**config.mk**
```make
export PLATFORM = sky130hd
export DESIGN_NAME = mips_mem_arbiter
export DESIGN_NICKNAME = d
export VERILOG_FILES = /design/src/rtl/mips_pkg.sv /design/src/rtl/mips_mem_align.sv /design/src/rtl/mips_mem_arbiter.sv
export SDC_FILE = /design/constraint.sdc
export NUM_CORES = 1
export LEC_CHECK = 0
export CORE_ASPECT_RATIO = 0.6
export CORE_UTILIZATION = 34
export CTS_CLUSTER_DIAMETER = 80
export DETAILED_ROUTE_END_ITERATION = 10
export DONT_BUFFER_PORTS = 1
export SYNTH_ARGS = -nofsm -noshare
export SYNTH_HDL_FRONTEND = slang
export SYNTH_HIERARCHICAL = 1
export SYNTH_SLANG_ARGS = --single-unit
```
**constraint.sdc**
```tcl
create_clock -name clk -period 5.4 [get_ports clk]
set_clock_uncertainty 0.1 [all_clocks]
set_input_delay 0.54 -clock clk [delete_from_list [all_inputs] [get_ports clk]]
set_output_delay 0.54 -clock clk [all_outputs]
set_load 0.1 [all_outputs]
```
**src/rtl/mips_pkg.sv**
```systemverilog
`default_nettype none
// ---------------------------------------------------------------------------
// mips_pkg : shared access-size and arbiter-state types | rev 1.0
// ---------------------------------------------------------------------------
package mips_pkg;

  typedef enum logic [1:0] {
    BYTE = 2'd0,
    HALF = 2'd1,
    WORD = 2'd2
  } mem_size_t;

  typedef enum logic [1:0] {
    IDLE = 2'd0,
    BUS  = 2'd1,
    RESP = 2'd2
  } arb_state_t;

  // The unused size code is checked like a word so it can never reach the bus unaligned
  function automatic logic is_misaligned(input mem_size_t size, input logic [1:0] off);
    case (size)
      BYTE:    is_misaligned = 1'b0;
      HALF:    is_misaligned = off[0];
      default: is_misaligned = (off != 2'b00);
    endcase
  endfunction

endpackage
`default_nettype wire

```
**src/rtl/mips_mem_align.sv**
```systemverilog
`default_nettype none
// ---------------------------------------------------------------------------
// mips_mem_align : byte-lane steering for stores and load extraction | rev 1.0
// ---------------------------------------------------------------------------
module mips_mem_align
  import mips_pkg::*;
(
  input  mem_size_t   size,
  input  logic        sign_ext,
  input  logic [1:0]  offset,
  input  logic [31:0] wdata,
  input  logic [31:0] rdata,
  output logic [3:0]  byteenable,
  output logic [31:0] wdata_lanes,
  output logic [31:0] load_data
);

  logic [31:0] shifted;

  always_comb begin
    shifted     = rdata >> {offset, 3'b000};
    byteenable  = 4'b1111;
    wdata_lanes = wdata;
    load_data   = shifted;
    case (size)
      BYTE: begin
        byteenable  = 4'b0001 << offset;
        wdata_lanes = {4{wdata[7:0]}};
        load_data   = {{24{sign_ext & shifted[7]}}, shifted[7:0]};
      end
      HALF: begin
        byteenable  = offset[1] ? 4'b1100 : 4'b0011;
        wdata_lanes = {2{wdata[15:0]}};
        load_data   = {{16{sign_ext & shifted[15]}}, shifted[15:0]};
      end
      default: begin
        byteenable  = 4'b1111;
        wdata_lanes = wdata;
        load_data   = shifted;
      end
    endcase
  end

endmodule
`default_nettype wire

```
**src/rtl/mips_mem_arbiter.sv**
```systemverilog
`default_nettype none
// ---------------------------------------------------------------------------
// mips_mem_arbiter : fetch/data port arbiter onto one Avalon-MM master | rev 1.0
// ---------------------------------------------------------------------------
module mips_mem_arbiter
  import mips_pkg::*;
(
  input  logic        clk,
  input  logic        reset,
  input  logic        i_req,
  input  logic [31:0] i_addr,
  output logic        i_ack,
  output logic [31:0] i_rdata,
  input  logic        d_req,
  input  logic        d_we,
  input  logic [1:0]  d_size,
  input  logic        d_signed,
  input  logic [31:0] d_addr,
  input  logic [31:0] d_wdata,
  output logic        d_ack,
  output logic        d_err,
  output logic [31:0] d_rdata,
  output logic        busy,
  output logic [31:0] address,
  output logic        read,
  output logic        write,
  output logic [31:0] writedata,
  output logic [3:0]  byteenable,
  input  logic [31:0] readdata,
  input  logic        waitrequest
);

  arb_state_t  state_q, state_d;
  logic        own_data_q, own_data_d;
  logic        we_q, we_d;
  mem_size_t   size_q, size_d;
  logic        signed_q, signed_d;
  logic [1:0]  off_q, off_d;

  logic        i_ack_q, i_ack_d;
  logic [31:0] i_rdata_q, i_rdata_d;
  logic        d_ack_q, d_ack_d;
  logic        d_err_q, d_err_d;
  logic [31:0] d_rdata_q, d_rdata_d;
  logic        busy_q, busy_d;
  logic [31:0] address_q, address_d;
  logic        read_q, read_d;
  logic        write_q, write_d;
  logic [31:0] writedata_q, writedata_d;
  logic [3:0]  byteenable_q, byteenable_d;

  // In IDLE the aligner sees the live request; afterwards it sees the latched one
  mem_size_t   al_size;
  logic        al_signed;
  logic [1:0]  al_off;
  logic [3:0]  al_be;
  logic [31:0] al_wdata;
  logic [31:0] al_load;

  assign al_size   = (state_q == IDLE) ? mem_size_t'(d_size) : size_q;
  assign al_signed = (state_q == IDLE) ? d_signed : signed_q;
  assign al_off    = (state_q == IDLE) ? d_addr[1:0] : off_q;

  mips_mem_align u_align (
    .size        (al_size),
    .sign_ext    (al_signed),
    .offset      (al_off),
    .wdata       (d_wdata),
    .rdata       (readdata),
    .byteenable  (al_be),
    .wdata_lanes (al_wdata),
    .load_data   (al_load)
  );

  always_comb begin
    state_d      = state_q;
    own_data_d   = own_data_q;
    we_d         = we_q;
    size_d       = size_q;
    signed_d     = signed_q;
    off_d        = off_q;
    i_ack_d      = 1'b0;
    i_rdata_d    = i_rdata_q;
    d_ack_d      = 1'b0;
    d_err_d      = 1'b0;
    d_rdata_d    = d_rdata_q;
    address_d    = address_q;
    read_d       = read_q;
    write_d      = write_q;
    writedata_d  = writedata_q;
    byteenable_d = byteenable_q;

    case (state_q)
      IDLE: begin
        if (d_req) begin
          own_data_d = 1'b1;
          we_d       = d_we;
          size_d     = mem_size_t'(d_size);
          signed_d   = d_signed;
          off_d      = d_addr[1:0];
          if (is_misaligned(mem_size_t'(d_size), d_addr[1:0])) begin
            state_d   = RESP;
            d_ack_d   = 1'b1;
            d_err_d   = 1'b1;
            d_rdata_d = 32'h0;
          end else begin
            state_d      = BUS;
            address_d    = {d_addr[31:2], 2'b00};
            read_d       = ~d_we;
            write_d      = d_we;
            writedata_d  = al_wdata;
            byteenable_d = al_be;
          end
        end else if (i_req) begin
          own_data_d   = 1'b0;
          we_d         = 1'b0;
          size_d       = WORD;
          signed_d     = 1'b0;
          off_d        = i_addr[1:0];
          state_d      = BUS;
          address_d    = {i_addr[31:2], 2'b00};
          read_d       = 1'b1;
          write_d      = 1'b0;
          writedata_d  = 32'h0;
          byteenable_d = 4'b1111;
        end
      end
      BUS: begin
        if (!waitrequest) begin
          state_d = RESP;
          read_d  = 1'b0;
          write_d = 1'b0;
          if (own_data_q) begin
            d_ack_d   = 1'b1;
            d_rdata_d = we_q ? 32'h0 : al_load;
          end else begin
            i_ack_d   = 1'b1;
            i_rdata_d = readdata;
          end
        end
      end
      default: begin
        state_d = IDLE;
      end
    endcase

    busy_d = (state_d != IDLE);
  end

  always_ff @(posedge clk) begin
    if (reset) begin
      state_q      <= IDLE;
      own_data_q   <= 1'b0;
      we_q         <= 1'b0;
      size_q       <= BYTE;
      signed_q     <= 1'b0;
      off_q        <= 2'b00;
      i_ack_q      <= 1'b0;
      i_rdata_q    <= 32'h0;
      d_ack_q      <= 1'b0;
      d_err_q      <= 1'b0;
      d_rdata_q    <= 32'h0;
      busy_q       <= 1'b0;
      address_q    <= 32'h0;
      read_q       <= 1'b0;
      write_q      <= 1'b0;
      writedata_q  <= 32'h0;
      byteenable_q <= 4'b0000;
    end else begin
      state_q      <= state_d;
      own_data_q   <= own_data_d;
      we_q         <= we_d;
      size_q       <= size_d;
      signed_q     <= signed_d;
      off_q        <= off_d;
      i_ack_q      <= i_ack_d;
      i_rdata_q    <= i_rdata_d;
      d_ack_q      <= d_ack_d;
      d_err_q      <= d_err_d;
      d_rdata_q    <= d_rdata_d;
      busy_q       <= busy_d;
      address_q    <= address_d;
      read_q       <= read_d;
      write_q      <= write_d;
      writedata_q  <= writedata_d;
      byteenable_q <= byteenable_d;
    end
  end

  assign i_ack      = i_ack_q;
  assign i_rdata    = i_rdata_q;
  assign d_ack      = d_ack_q;
  assign d_err      = d_err_q;
  assign d_rdata    = d_rdata_q;
  assign busy       = busy_q;
  assign address    = address_q;
  assign read       = read_q;
  assign write      = write_q;
  assign writedata  = writedata_q;
  assign byteenable = byteenable_q;

endmodule
`default_nettype wire
```
==> Word level (Yosys, flattened, before mapping) <==
Cells that the tools add are included.
{ "word_totals": {"regBits": 147, "inputBits": 137, "out_inout_bits": 138, "wordCells": 102} }
{ "classes": {"eq_ne": 10, "shifts": 2, "n_mux": 52, "n_bitwise": 7, "n_reduce_logical": 14} }
{ "op_table": {"columns": ["operator", "count"], "rows": [
  ["$mux W32", 11],
  ["$pmux W32 S2", 3],
  ["$shr A32 B5 Y32", 1],
  ["$mux W2", 10],
  ["$mux W1", 18],
  ["$mux W4", 4],
  ["$ne A2 B2 Y1 const B", 4],
  ["$pmux W1 S2", 4],
  ["$pmux W4 S2", 1],
  ["$reduce_bool A2 Y1", 4],
  ["$eq A2 B1 Y1 const B", 3],
  ["$logic_not A2 Y1", 3],
  ["$ne A3 B3 Y1 const B", 2],
  ["$reduce_and A3 Y1", 2],
  ["$not A1 Y1", 5],
  ["$reduce_and A5 Y1", 1],
  ["$pmux W2 S2", 1],
  ["$reduce_and A4 Y1", 1],
  ["$shl A1 B2 Y4 const A", 1],
  ["$reduce_or A3 Y1", 1],
  ["$and A1 B1 Y1", 2],
  ["$ne A2 B1 Y1 const B", 1],
  ["$reduce_and A2 Y1", 1],
  ["$reduce_or A2 Y1", 1]
]} }

==> Logic depth before layout (Yosys ltp) <==
Gate-level depths: netlist of run 1.
{ "depth": {"ltp_word": 9, "ltp_mapped": 11, "mapped_depth_nobuf": 6} }

==> Cells and area by module <==
The synthesis of run 1 kept the hierarchy.
{ "by_module_without_submodules": {"columns": ["mod", "n_inst", "cells_per_inst", "area_each_um2", "seq_area_each_um2"], "rows": [
  ["mips_mem_arbiter", 1, 518, 5332.6, 2902.8],
  ["mips_mem_align", 1, 184, 1273.7, 0.0]
]} }

==> Worst setup path after synthesis of run 1 <==
OpenSTA, ideal clock, no wires.
{ "synth_path": {"path_kind": "flip-flop to flip-flop", "start": "register state_q[0]", "end": "register writedata_q[14], in the netlist writedata[14]", "setup_time_ns": 0.119, "t_arrival_ns": 2.305, "required_time_ns": 5.181, "slack_ns": 2.876, "stages_incl_launch_ff": 10, "n_path_buf": 4, "synth_period_minus_slack_ns": 2.524, "path_cell_list": "dfxtp_1 > buf_4 > nor2_2 > buf_4 > mux2_2 > clkbuf_1 > nor2_2 > buf_2 > mux2_2 > a22o_1"} }
{ "synth_via": {"elab_chain_len": 6, "elab_cells_between_ends": 8, "classes_between": "eq/ne (1); mux (4); reduce/logical (3)"} }
{ "synth_lines": {"columns": ["element", "line", "rtl"], "rows": [
  ["start: declaration", "mips_mem_arbiter.sv:33", "arb_state_t state_q, state_d;"],
  ["start signal: assignment", "mips_mem_arbiter.sv:170", "state_q <= state_d;"],
  ["$logic_not A2 Y1 *", "mips_mem_arbiter.sv:60", "assign al_size = (state_q == IDLE) ? mem_size_t'(d_size) : size_q;"],
  ["$mux W2 *", "mips_mem_arbiter.sv:60", null],
  ["named net al_size[1]", "mips_mem_arbiter.sv:53", "mem_size_t al_size;"],
  ["$eq A2 B1 Y1 / $logic_not A2 Y1 (equally long branches)", "mips_mem_align.sv:25", "case (size)"],
  ["$pmux W32 S2 *", "mips_mem_align.sv:25", null],
  ["named net al_wdata[14]", "mips_mem_arbiter.sv:57", "logic [31:0] al_wdata;"],
  ["$mux W32 *", "mips_mem_arbiter.sv:101", "if (is_misaligned(mem_size_t'(d_size), d_addr[1:0])) begin"],
  ["$mux W32 *", "mips_mem_arbiter.sv:95", "if (d_req) begin"],
  ["end signal: assignment", "mips_mem_arbiter.sv:185", "writedata_q <= writedata_d;"],
  ["end: declaration", "mips_mem_arbiter.sv:49", "logic [31:0] writedata_q, writedata_d;"]
]} }
The timed path passes the listed nets; every way through them passes the cells marked *. The select of a mux whose other input is x is not followed.
A chain may end at the register's enable or synchronous reset.

==> Worst setup path after layout of run 1 <==
{ "layout_path": {"start": "register state_q[1]", "end": "register d_rdata_q[18], in the netlist d_rdata[18]"} }
{ "layout_via": {"elab_chain_len": 9, "elab_cells_between_ends": 21, "classes_between": "eq/ne (6); shift (1); mux (8); bitwise (2); reduce/logical (4)"} }
{ "layout_lines": {"columns": ["element", "line", "rtl"], "rows": [
  ["$logic_not A2 Y1 *", "mips_mem_arbiter.sv:62", "assign al_off = (state_q == IDLE) ? d_addr[1:0] : off_q;"],
  ["$mux W2 *", "mips_mem_arbiter.sv:62", null],
  ["named net al_off[0]", "mips_mem_arbiter.sv:55", "logic [1:0] al_off;"],
  ["$shr A32 B5 Y32 *", "mips_mem_align.sv:21", "shifted = rdata >> {offset, 3'b000};"],
  ["$and A1 B1 Y1 (on tied branches)", "mips_mem_align.sv:34, mips_mem_align.sv:29", null],
  ["$pmux W32 S2 *", "mips_mem_align.sv:25", null],
  ["named net al_load[18]", "mips_mem_arbiter.sv:58", "logic [31:0] al_load;"],
  ["$mux W32 *", "mips_mem_arbiter.sv:135", "d_rdata_d = we_q ? 32'h0 : al_load;"],
  ["$mux W32 *", "mips_mem_arbiter.sv:133", "if (own_data_q) begin"],
  ["$mux W32 *", "mips_mem_arbiter.sv:129", "if (!waitrequest) begin"],
  ["$pmux W32 S2 *", "mips_mem_arbiter.sv:93", "case (state_q)"],
  ["end signal: assignment", "mips_mem_arbiter.sv:180", "d_rdata_q <= d_rdata_d;"],
  ["end: declaration", "mips_mem_arbiter.sv:44", "logic [31:0] d_rdata_q, d_rdata_d;"]
]} }
Marks and branches as above.

==> results.env, run 1 <==
INITIAL_ANTENNA_VIOLATION_COUNT=2
DP_HPWL_UM=14600
FMAXACHIEVABLE_MHz=272
NNETSFINAL=788
HOLD_PATH_DEPTH=1
FILLERS=1912
CELL_AREA_SYNTH_UM2=6610
PIN_COUNT=275
FINALHOLDVIOLATIONS=0
DP.CELLS=878
GLOBAL_ROUTE.USAGE.TOTAL=0.203
FLOORPLAN.INITIALDENSITY=0.347
CP_CELL_SEQUENCE='nor2_2 -> mux2_2 -> nor2b_1 -> nand4_1 -> nand4_1 -> a22o_1'
CRITPATHMOSTFREQUENTCELL='nand4_1'
CTS_ROOT_BUFFER='clkbuf_16'
CTS_RESIZED=0
NUMBER_OF_FLOPS_MAPPED_TO_ENABLE_CELLS_BY_YOSYS=0
IR_WORST_VDD_uV=209
POWER.STATIC_LEAKAGE_nW=2.67
CRITPATHKIND='flip-flop to flip-flop'
RSZ0062_AT_GRT='no'
POST-ROUTE-MIN-PERIOD_PS=3670
FP.DIEW_UM=182
FIRSTDRTPASSITERS=5
CLK_TRANSITION_REPORTED_PATHS_PS=70
STATUS='completed'
MIN_PERIOD_OVER_PERIOD=0.680
ANTENNA_CELLS_INSERTED=0
GLOBAL_ROUTE_WIRE_LENGTH_BEFORE_REPAIR_UM=29800
TIMING.REG2REG.SETUP_SLACK_PS=1730
SETUP.WORST_PATH.START_CLASS='flip-flop'
DIEHEIGHT_UM=110
CRITPATHMAXFANOUT=41
POSTSYNTH.TOPFLOPCELL='dfxtp_1'
CP-END-KIND='flip-flop'
WL_PER_CELL_UM=22.8
AVGVIACOUNTPERCELL=5.77
CAPTURE_ENDPOINT_OF_THE_WORST_HOLD_PATH='i_rdata[6]'
SETUP_TOTAL_NEGATIVE_SLACK_PS=0
LAYOUT.CELL_AREA.NON_FILLER_UM2=7180
GRT_START_MAX_NET_PINS=86
YS_FF_LATCH=145
POST_SYNTH_MOST_FREQUENT_CELLS='145 x dfxtp_1, 93 x a21oi_1, 87 x nand2_1'
POST-SYNTH-TOP-COUNT-CELL='dfxtp_1'
CRIT_FAMILY='simple AND/OR/NAND/NOR gates'
SYNTH.TOP_CELL.AREA_SHARE=0.439
POWERDENSITY_nW_PER_UM2=475
DRT_FIRST_ITER_VIOLATIONS=475
GRT_OVERFLOW_TOTAL=0
PLACE.GP.CONGESTION=0.842
FP-ROW-COUNT=39
CRITPATHBUFINV=0
ROUTE.ANTENNA.REMAINING_NETS=0
FLOORPLAN.DIE_AREA_UM2=20000
WORSTREGTOREGCELLS=6
CTS.HTREE.LEVELS=4
HOLDCRITSTARTPOINT='reset'
YOSYS_WARNINGS=6
POSTCTSSETUPREPAIRBUFS=0
SYNTHESIS.INSTANCES=702
COUNT_OF_CELL_TYPES_IN_THE_NETLIST=49
CTSHOLDBUFFERS=0
SYNTH-ASYNC-RESET-RATIO=0
HP-CLASS='primary input to flip-flop'
SLOWEST_CP_CELL='nand4_1'
WORSTMARGINPINSLEW_PS=1240
TIMING.FINAL.MAX_SLEW_VIOLATIONS=0
CTS_BUFFERS=17
SYNTH_TOP_CELLS_BY_AREA='dfxtp_1 44%, a22o_1 8.5%, mux2i_1 7.4%'
LAYOUT.CELLS.NON_FILLER=910
CRITPATHREQUIREDTIME_PS=5670
FRACTION_OF_LAYOUT_INSTANCES_USING_A_DRIVE_STRENGTH_ABOVE_1=0.123
VIAS=5255
DESIGN.CORE.AREA_UM2=19000
WORST_R2R_ENDPOINT='d_rdata[18]'
CLOCKBUFFERDEPTH=2
MAXCAPVIOLCOUNT=0
FINALWIRELENGTH_UM=20700
TIMING.RR.START='state_q[1]'
CLK-INSERTION-DELAY-LATE_PS=430
AREA_DELTA_SYNTH_FINAL_PCT=8.67
YOSYSSEQAREASHARE=0.439
CLOCK_SINK_COUNT=145
PLACEMENT.CELL_AREA_UM2=6560
GRT_PASS1_VIAS=4741
WORST_PATH_ARRIVAL_PS=3940
REPORT.FINAL.SETUP_VIOL=0
PLACE.PORT_BUFFERS=0
MULTIINPUTGATEAREA_UM2=3280
POSTSYNTHAREAPERCELL_UM2=9.41
DRC=0
MAXSLEWHEADROOM=0.171
CTS_TREE='done'
AREA.SEQUENTIAL_UM2=2900
CP_SLOWEST_STAGE_DELAY_PS=770
YOSYS.AREA.TOP_TYPE='dfxtp_1'
-- through the flow --
stage	power (mW)	util	hold WS, ps	worst slack [ps]
2_1_floorplan	2.12	-	350	2880
3_3_place_gp	2.19	0.345	372	2000
3_5_place_dp	2.19	0.345	385	1900
4_1_cts	3.44	0.377	57.8	1860
5_1_grt	3.55	0.377	52.6	1530
6_report	3.41	0.377	89.0	1730
-- layer usage --
| layer | vias to the layer above | track usage | share of wire |
|---|---|---|---|
| met3 | 17 | 0.112 | 0.14 |
| li1 | 2457 | - | - |
| met1 | 2450 | 0.270 | 0.44 |
| met2 | 331 | 0.269 | 0.40 |
| met4 | 0 | 0.0720 | 0.010 |
| met5 | - | 0 | 0 |
-- kinds of logic after synthesis --
kind of cell              synth area share
AOI/OAI and AO/OA                    0.245
xor gates and xnor gates           0.00133
buffers and inverters               0.0697
DFF                                  0.439
muxes                                0.127
other                             0.000568
and+or+nand+nor                      0.116
-- sequential cells by signal (all words and copies together) (netlist names) --
register    cells
busy            1
we_q            1
d_rdata        32
d_ack           1
signed_q        1
write           1
read            1
byteenable      4
off_q           2
address        30
writedata      32
i_rdata        32
size_q          2
i_ack           1
d_err           1
state_q         2
own_data_q      1
-- cell type report --
type | instances | area share
well taps | 246 | 0.0429
flip-flops and latches | 145 | 0.404
clock inverters | 14 | 0.0247
multi-input cells | 475 | 0.457
clock buffers | 18 | 0.0612
inverters | 6 | 0.00314
repair buffers | 6 | 0.00627
-- cell usage in the layout (no fill, tap or decap), types with 9 or more instances in the layout --
| master | count |
|---|---|
| dfxtp_1 | 145 |
| nand4_1 | 10 |
| o21ai_0 | 9 |
| mux2_2 | 30 |
| a21oi_1 | 91 |
| nor2b_1 | 11 |
| nor2_1 | 9 |
| mux2i_1 | 49 |
| a22o_1 | 64 |
| a211oi_1 | 39 |
| clkbuf_16 | 17 |
| nand2_1 | 87 |
-- where the power goes --
part,switching (mW),internal (mW)
clock network,0.496,0.746
logic,0.274,0.189
registers,0.562,1.15
-- how the worst max path moves through the flow --
| stage | startpoint | end | depth (start not counted) |
|---|---|---|---|
| floorplan | state_q[0] | writedata[14] | 9 |
| global placement | state_q[1] | d_rdata[18] | 6 |
| detailed placement | state_q[1] | d_rdata[18] | 6 |
| CTS | state_q[1] | d_rdata[18] | 6 |
| global route | state_q[1] | d_rdata[20] | 6 |
| finish | state_q[1] | d_rdata[18] | 6 |
No activity file was read; power rests on OpenSTA's default activity.
==> run 2, diff against run 1 <==
- clock period: 5.4 -> 3.6 ns (I/O delays scaled with it)
==> results.env, run 2 (synthesized netlist as in run 1, its figures left out) <==
UTILIZATION=0.407  # +0.0302
WORST_R2R_ENDPOINT='d_rdata[18]'
CP_CELL_SEQUENCE='nor2_2 -> mux2_2 -> xnor2_1 -> or4b_1 -> nand4_1 -> a22o_1'
TIMING.REG2REG.SETUP_SLACK_PS=550  # -1180 ps
SLOWEST_CP_CELL='or4b_1'
VIAS=5473  # +4.1%
CTS.HTREE.LEVELS=4  # unchanged
DRC=0  # unchanged
FILLERS=1858  # -2.8%
SETUP_SLACK_PS=550  # -1180 ps
STATUS='completed'
CLK_TRANSITION_REPORTED_PATHS_PS=60  # about the same
MIN_PERIOD_OVER_PERIOD=0.847  # +0.167
WORSTREGTOREGCELLS=6  # unchanged
AREA.SEQUENTIAL_UM2=2900  # unchanged
LAYOUT.CELLS.NON_FILLER=969  # +6.5%
DP_HPWL_UM=14600  # +0.63%
FLOORPLAN.INITIALDENSITY=0.347  # unchanged
CTS_ROOT_BUFFER='clkbuf_16'
DESIGN.CORE.AREA_UM2=19000  # unchanged
TIMING.RR.START='state_q[1]'
DIEHEIGHT_UM=110  # unchanged
RSZ0062_AT_GRT='no'
POSTCTSSETUPREPAIRBUFS=0  # unchanged
AVGVIACOUNTPERCELL=5.65  # -2.2%
FINALHOLDVIOLATIONS=0  # unchanged
GRT_PASS1_VIAS=5027  # +6.0%
PLACE_WORST_SETUP_SLACK_PS=596  # -1300 ps
CTS_TREE='done'
GLOBAL_ROUTE_WIRE_LENGTH_BEFORE_REPAIR_UM=31000  # +4.0%
FIRSTDRTPASSITERS=5  # unchanged
CLOCKBUFFERDEPTH=2  # unchanged
POWERDENSITY_nW_PER_UM2=674  # +42%
IR_WORST_VDD_uV=338  # +62%
MOST-COMMON-LAYOUT-CELLS='145 x dfxtp_1, 91 x a21oi_1, 87 x nand2_1, 64 x a22o_1, 49 x mux2i_1'
FP-ROW-COUNT=39  # unchanged
MAXCAPVIOLCOUNT=0  # unchanged
MAXSLEWHEADROOM=0.202  # +0.0315
CRITPATHMAXFANOUT=16  # -61%
CRITPATHKIND='flip-flop to flip-flop'
GRT_OVERFLOW_TOTAL=0  # unchanged
CLOCK_SINK_COUNT=145  # unchanged
POWER.STATIC_LEAKAGE_nW=2.93  # +9.8%
MULTIINPUTGATEAREA_UM2=3280  # -0.23%
CRIT_FAMILY='simple AND/OR/NAND/NOR gates'
CTSHOLDBUFFERS=44  # +44
CRITPATHREQUIREDTIME_PS=3870  # -1800 ps
NNETSFINAL=846  # +7.4%
POST-ROUTE-MIN-PERIOD_PS=3050  # -621 ps
DRT_FIRST_ITER_VIOLATIONS=405  # -15%
PLACE.PORT_BUFFERS=0  # unchanged
HOLD_PATH_DEPTH=3  # +2
REPORT.FINAL.SETUP_VIOL=0  # unchanged
SETUP.WORST_PATH.START_CLASS='flip-flop'
FRACTION_OF_LAYOUT_INSTANCES_USING_A_DRIVE_STRENGTH_ABOVE_1=0.133  # +0.00965
CTS_BUFFERS=17  # unchanged
ROUTE.ANTENNA.REMAINING_NETS=0  # unchanged
TIMING.FINAL.MAX_SLEW_VIOLATIONS=0  # unchanged
AREA_DELTA_SYNTH_FINAL_PCT=17.4
CP-END-KIND='flip-flop'
PLACE.GP.CONGESTION=0.879  # +4.4%
CP_SLOWEST_STAGE_DELAY_PS=780  # about the same
FLOORPLAN.DIE_AREA_UM2=20000  # unchanged
HP-CLASS='primary input to flip-flop'
WORSTMARGINPINSLEW_PS=1200  # -44.9 ps
CRITPATHBUFINV=0  # unchanged
CAPTURE_ENDPOINT_OF_THE_WORST_HOLD_PATH='own_data_q'
CTS_RESIZED=0  # unchanged
WORST_PATH_ARRIVAL_PS=3320  # -620 ps
WL_PER_CELL_UM=22.2  # -2.6%
CLK-INSERTION-DELAY-LATE_PS=420  # about the same
LAYOUT.CELLS.MOST_COMMON='dfxtp_1'
DP.CELLS=892  # +1.6%
FMAXACHIEVABLE_MHz=328  # +20%
SETUP_TOTAL_NEGATIVE_SLACK_PS=0  # unchanged
FP.DIEW_UM=182  # unchanged
PIN_COUNT=275  # unchanged
INITIAL_ANTENNA_VIOLATION_COUNT=2  # unchanged
GRT_START_MAX_NET_PINS=82  # -4.7%
GLOBAL_ROUTE.USAGE.TOTAL=0.209  # +0.00661
HOLD_WS_PS=27.5  # -61.5 ps
FINALWIRELENGTH_UM=21500  # +3.8%
HOLDCRITSTARTPOINT='i_req'
-- run 2: final cells by class --
type	count	share of cell area
inverters	6	0.00290
diodes	2	0.000645
repair buffers	64	0.0800
flip-flops and latches	145	0.374
well taps	246	0.0397
multi-input cells	475	0.423
clock inverters	11	0.0197
clock buffers	20	0.0602
-- run 2: report_power, final --
part / switching, mW / internal, mW / leakage (nW)
sequential: 0.823 / 1.72 / 1.18
combinational: 0.465 / 0.343 / 1.45
clock: 0.726 / 1.15 / 0.296
total: 2.01 / 3.21 / 2.93
-- run 2: worst max path at each step --
| stage | start | end | slack (ps) | depth (start not counted) |
|---|---|---|---|---|
| after CTS | state_q[1] | d_rdata[18] | 580 | 6 |
| after global placement | state_q[1] | d_rdata[18] | 670 | 6 |
| final | state_q[1] | d_rdata[18] | 550 | 6 |
| after floorplan | state_q[0] | writedata[14] | 1080 | 9 |
| after global routing | state_q[1] | d_rdata[18] | 410 | 6 |
| after detailed placement | state_q[1] | d_rdata[18] | 600 | 6 |
-- run 2: per-layer routing --
layer | track usage | routed length, um | vias to the layer above
met3 | 0.0920 | 2780 | 21
met2 | 0.280 | 8580 | 277
met1 | 0.291 | 9890 | 2604
li1 | - | - | 2571
met4 | 0.0762 | 276 | 0
met5 | 0 | 0 | -
-- run 2: metrics by stage --
step	power [mW]	cell area, um2
floorplan	3.18	6610
finish	5.22	7750
CTS	5.26	7750
global route	5.43	7750
detailed placement	3.32	6670
global placement	3.31	6670
-- run 2: worst min-delay path, delay by kind of cell --
| family | cells | cell delay [ps] |
|---|---|---|
| AO/OA/AOI/OAI | 1 | 50 |
| AND/OR/NAND/NOR | 2 | 90 |
==> run 3, diff against run 2 <==
- clock period: 3.6 -> 2.8 ns (I/O delays scaled with it)
==> results.env, run 3 (synthesized netlist as in run 1, its figures left out) <==
DRC=0  # unchanged
ROUTE.ANTENNA.REMAINING_NETS=0  # unchanged
DIEHEIGHT_UM=110  # unchanged
GRT_START_MAX_NET_PINS=82  # unchanged
FIRSTDRTPASSITERS=6  # +1
STATUS='completed'
CLK_TRANSITION_REPORTED_PATHS_PS=60  # about the same
MOST-COMMON-LAYOUT-CELLS='145 x dfxtp_1, 91 x a21oi_1, 89 x dlygate4sd3_1, 87 x nand2_1, 73 x buf_4'
CRITPATHMAXFANOUT=16  # unchanged
SETUP_TOTAL_NEGATIVE_SLACK_PS=0  # unchanged
PLACE.PORT_BUFFERS=0  # unchanged
CTS.HTREE.LEVELS=4  # unchanged
INITIAL_ANTENNA_VIOLATION_COUNT=0  # -2
CTS_TREE='done'
CTS_ROOT_BUFFER='clkbuf_16'
POWERDENSITY_nW_PER_UM2=795  # +18%
MIN_PERIOD_OVER_PERIOD=0.930  # +0.0828
FRACTION_OF_LAYOUT_INSTANCES_USING_A_DRIVE_STRENGTH_ABOVE_1=0.181  # +0.0483
GRT_OVERFLOW_TOTAL=0  # unchanged
IR_WORST_VDD_uV=417  # +23%
REPORT.FINAL.SETUP_VIOL=0  # unchanged
CRITPATHKIND='flip-flop to flip-flop'
RSZ0062_AT_GRT='no'
POWER.STATIC_LEAKAGE_nW=3.39  # +16%
CP-END-KIND='flip-flop'
CLOCK_SINK_COUNT=145  # unchanged
CLOCK_POWER_SHARE=0.340  # -0.019
SETUP_SLACK_PS=196  # -354 ps
VIAS=5927  # +8.3%
PIN_COUNT=275  # unchanged
NNETSFINAL=945  # +12%
POWER.INTERNAL_mW=4.18  # +30%
DRT_FIRST_ITER_VIOLATIONS=461  # +14%
FINALHOLDVIOLATIONS=0  # unchanged
GLOBAL_ROUTE_WIRE_LENGTH_BEFORE_REPAIR_UM=32200  # +3.7%
FMAXACHIEVABLE_MHz=384  # +17%
CLOCKBUFFERDEPTH=2  # unchanged
GLOBAL_ROUTE.USAGE.TOTAL=0.215  # +0.00603
WL_PER_CELL_UM=20.9  # -6.0%
PLACE.GP.CONGESTION=0.931  # +5.9%
MAXSLEWHEADROOM=0.209  # +0.00653
FINALWIRELENGTH_UM=22300  # +3.5%
FRACTION_OF_POWER_SPENT_SWITCHING_NETS=0.387  # +0.00114
FP-ROW-COUNT=39  # unchanged
GRT_PASS1_VIAS=5357  # +6.6%
FP.DIEW_UM=182  # unchanged
SHARE_COMB_OF_TOTAL_POWER=0.255  # +0.100
DP_HPWL_UM=14800  # +1.1%
FLOORPLAN.DIE_AREA_UM2=20000  # unchanged
ANTENNA_CELLS_INSERTED=0  # -2
DESIGN.CORE.AREA_UM2=19000  # unchanged
HP-CLASS='primary input to flip-flop'
WORST_PATH_ARRIVAL_PS=2870  # -450 ps
POST-ROUTE-MIN-PERIOD_PS=2600  # -446 ps
CRITPATHREQUIREDTIME_PS=3070  # -800 ps
AREA_DELTA_SYNTH_FINAL_PCT=29.8
CTS_BUFFERS=17  # unchanged
FLOORPLAN.INITIALDENSITY=0.347  # unchanged
LAYOUT.CELLS.MOST_COMMON='dfxtp_1'
AVGVIACOUNTPERCELL=5.55  # -1.7%
WORSTMARGINPINSLEW_PS=1190  # -8.16 ps
P_SWITCHING_mW=2.63  # +31%
TIMING.FINAL.MAX_SLEW_VIOLATIONS=0  # unchanged
SETUP.WORST_PATH.START_CLASS='flip-flop'
POWER.SHARE.SEQUENTIAL=0.405  # -0.082
PLACE_WORST_SETUP_SLACK_PS=230  # -366 ps
CLK-INSERTION-DELAY-LATE_PS=420  # about the same
MAXCAPVIOLCOUNT=0  # unchanged
## run 3: cell count changes in the layout (fill, tap and decap cells not counted), sizes merged
cell | before | now
dlygate4sd3 | 43 | 89
clkbuf | 20 | 21
bufinv | 3 | 2
buf | 21 | 74
diode | 2 | 0
clkinv | 2 | 3
## run 3: path summary, 6_finish.rpt
path | from | end | slack, ps | cells past startpoint
worst min register to register | i_rdata[4] | i_rdata[4] | 360 | 2
worst max-delay path | state_q[0] | d_rdata[18] | 200 | 6
worst min-delay path | d_addr[25] | address[25] | 9 | 2
worst max register to register | state_q[0] | d_rdata[18] | 200 | 6
## run 3: final cells by class
type | count | area, um2
fillers | 1826 | 10500
flip-flops and latches | 145 | 2900
clock buffers | 21 | 470
inverters | 6 | 22.5
repair buffers | 163 | 1470
clock inverters | 11 | 128
well taps | 246 | 308
multi-input cells | 475 | 3280
## run 3: per-layer routing
metal,global-route usage,share of wire
met1,0.286,0.45
met3,0.112,0.13
met4,0.0744,0.015
met5,0,0
met2,0.293,0.41
## run 3: metrics by stage
stage / util / total power [mW] / hold slack [ps] / cells / instance area [um2]
global placement: 0.371 / 4.37 / 257 / 945 / 7060
detailed placement: 0.371 / 4.38 / 260 / 945 / 7060
global route: 0.451 / 7.07 / 4.68 / 1067 / 8570
floorplan: - / 4.09 / 316 / 703 / 6610
finish: 0.451 / 6.82 / 8.96 / 1067 / 8570
CTS: 0.450 / 6.85 / 0.0677 / 1066 / 8560
## run 3: power by group through the flow
stage	logic, mW	clock network (mW)	registers (mW)
6_report	1.74	2.32	2.76
3_5_place_dp	1.58	0	2.80
3_3_place_gp	1.57	0	2.80
2_1_floorplan	0.804	0	3.28
5_1_grt	1.85	2.45	2.77
4_1_cts	1.72	2.37	2.76
## run 3: critical path, stage by stage, from the launching register on
cell and delay [ps]:
dfxtp_1 320, nor2_2 330, mux2_2 490, xnor2_1 160, or4b_1 780, nand4_1 200
a22o_1 150
## run 3: timing repair
item,in CTS,in global routing
endpoints found under the setup margin,0,0
endpoints found under the hold margin,101,1
buffers inserted,0,0
hold buffers,89,1
gates resized for setup,0,0
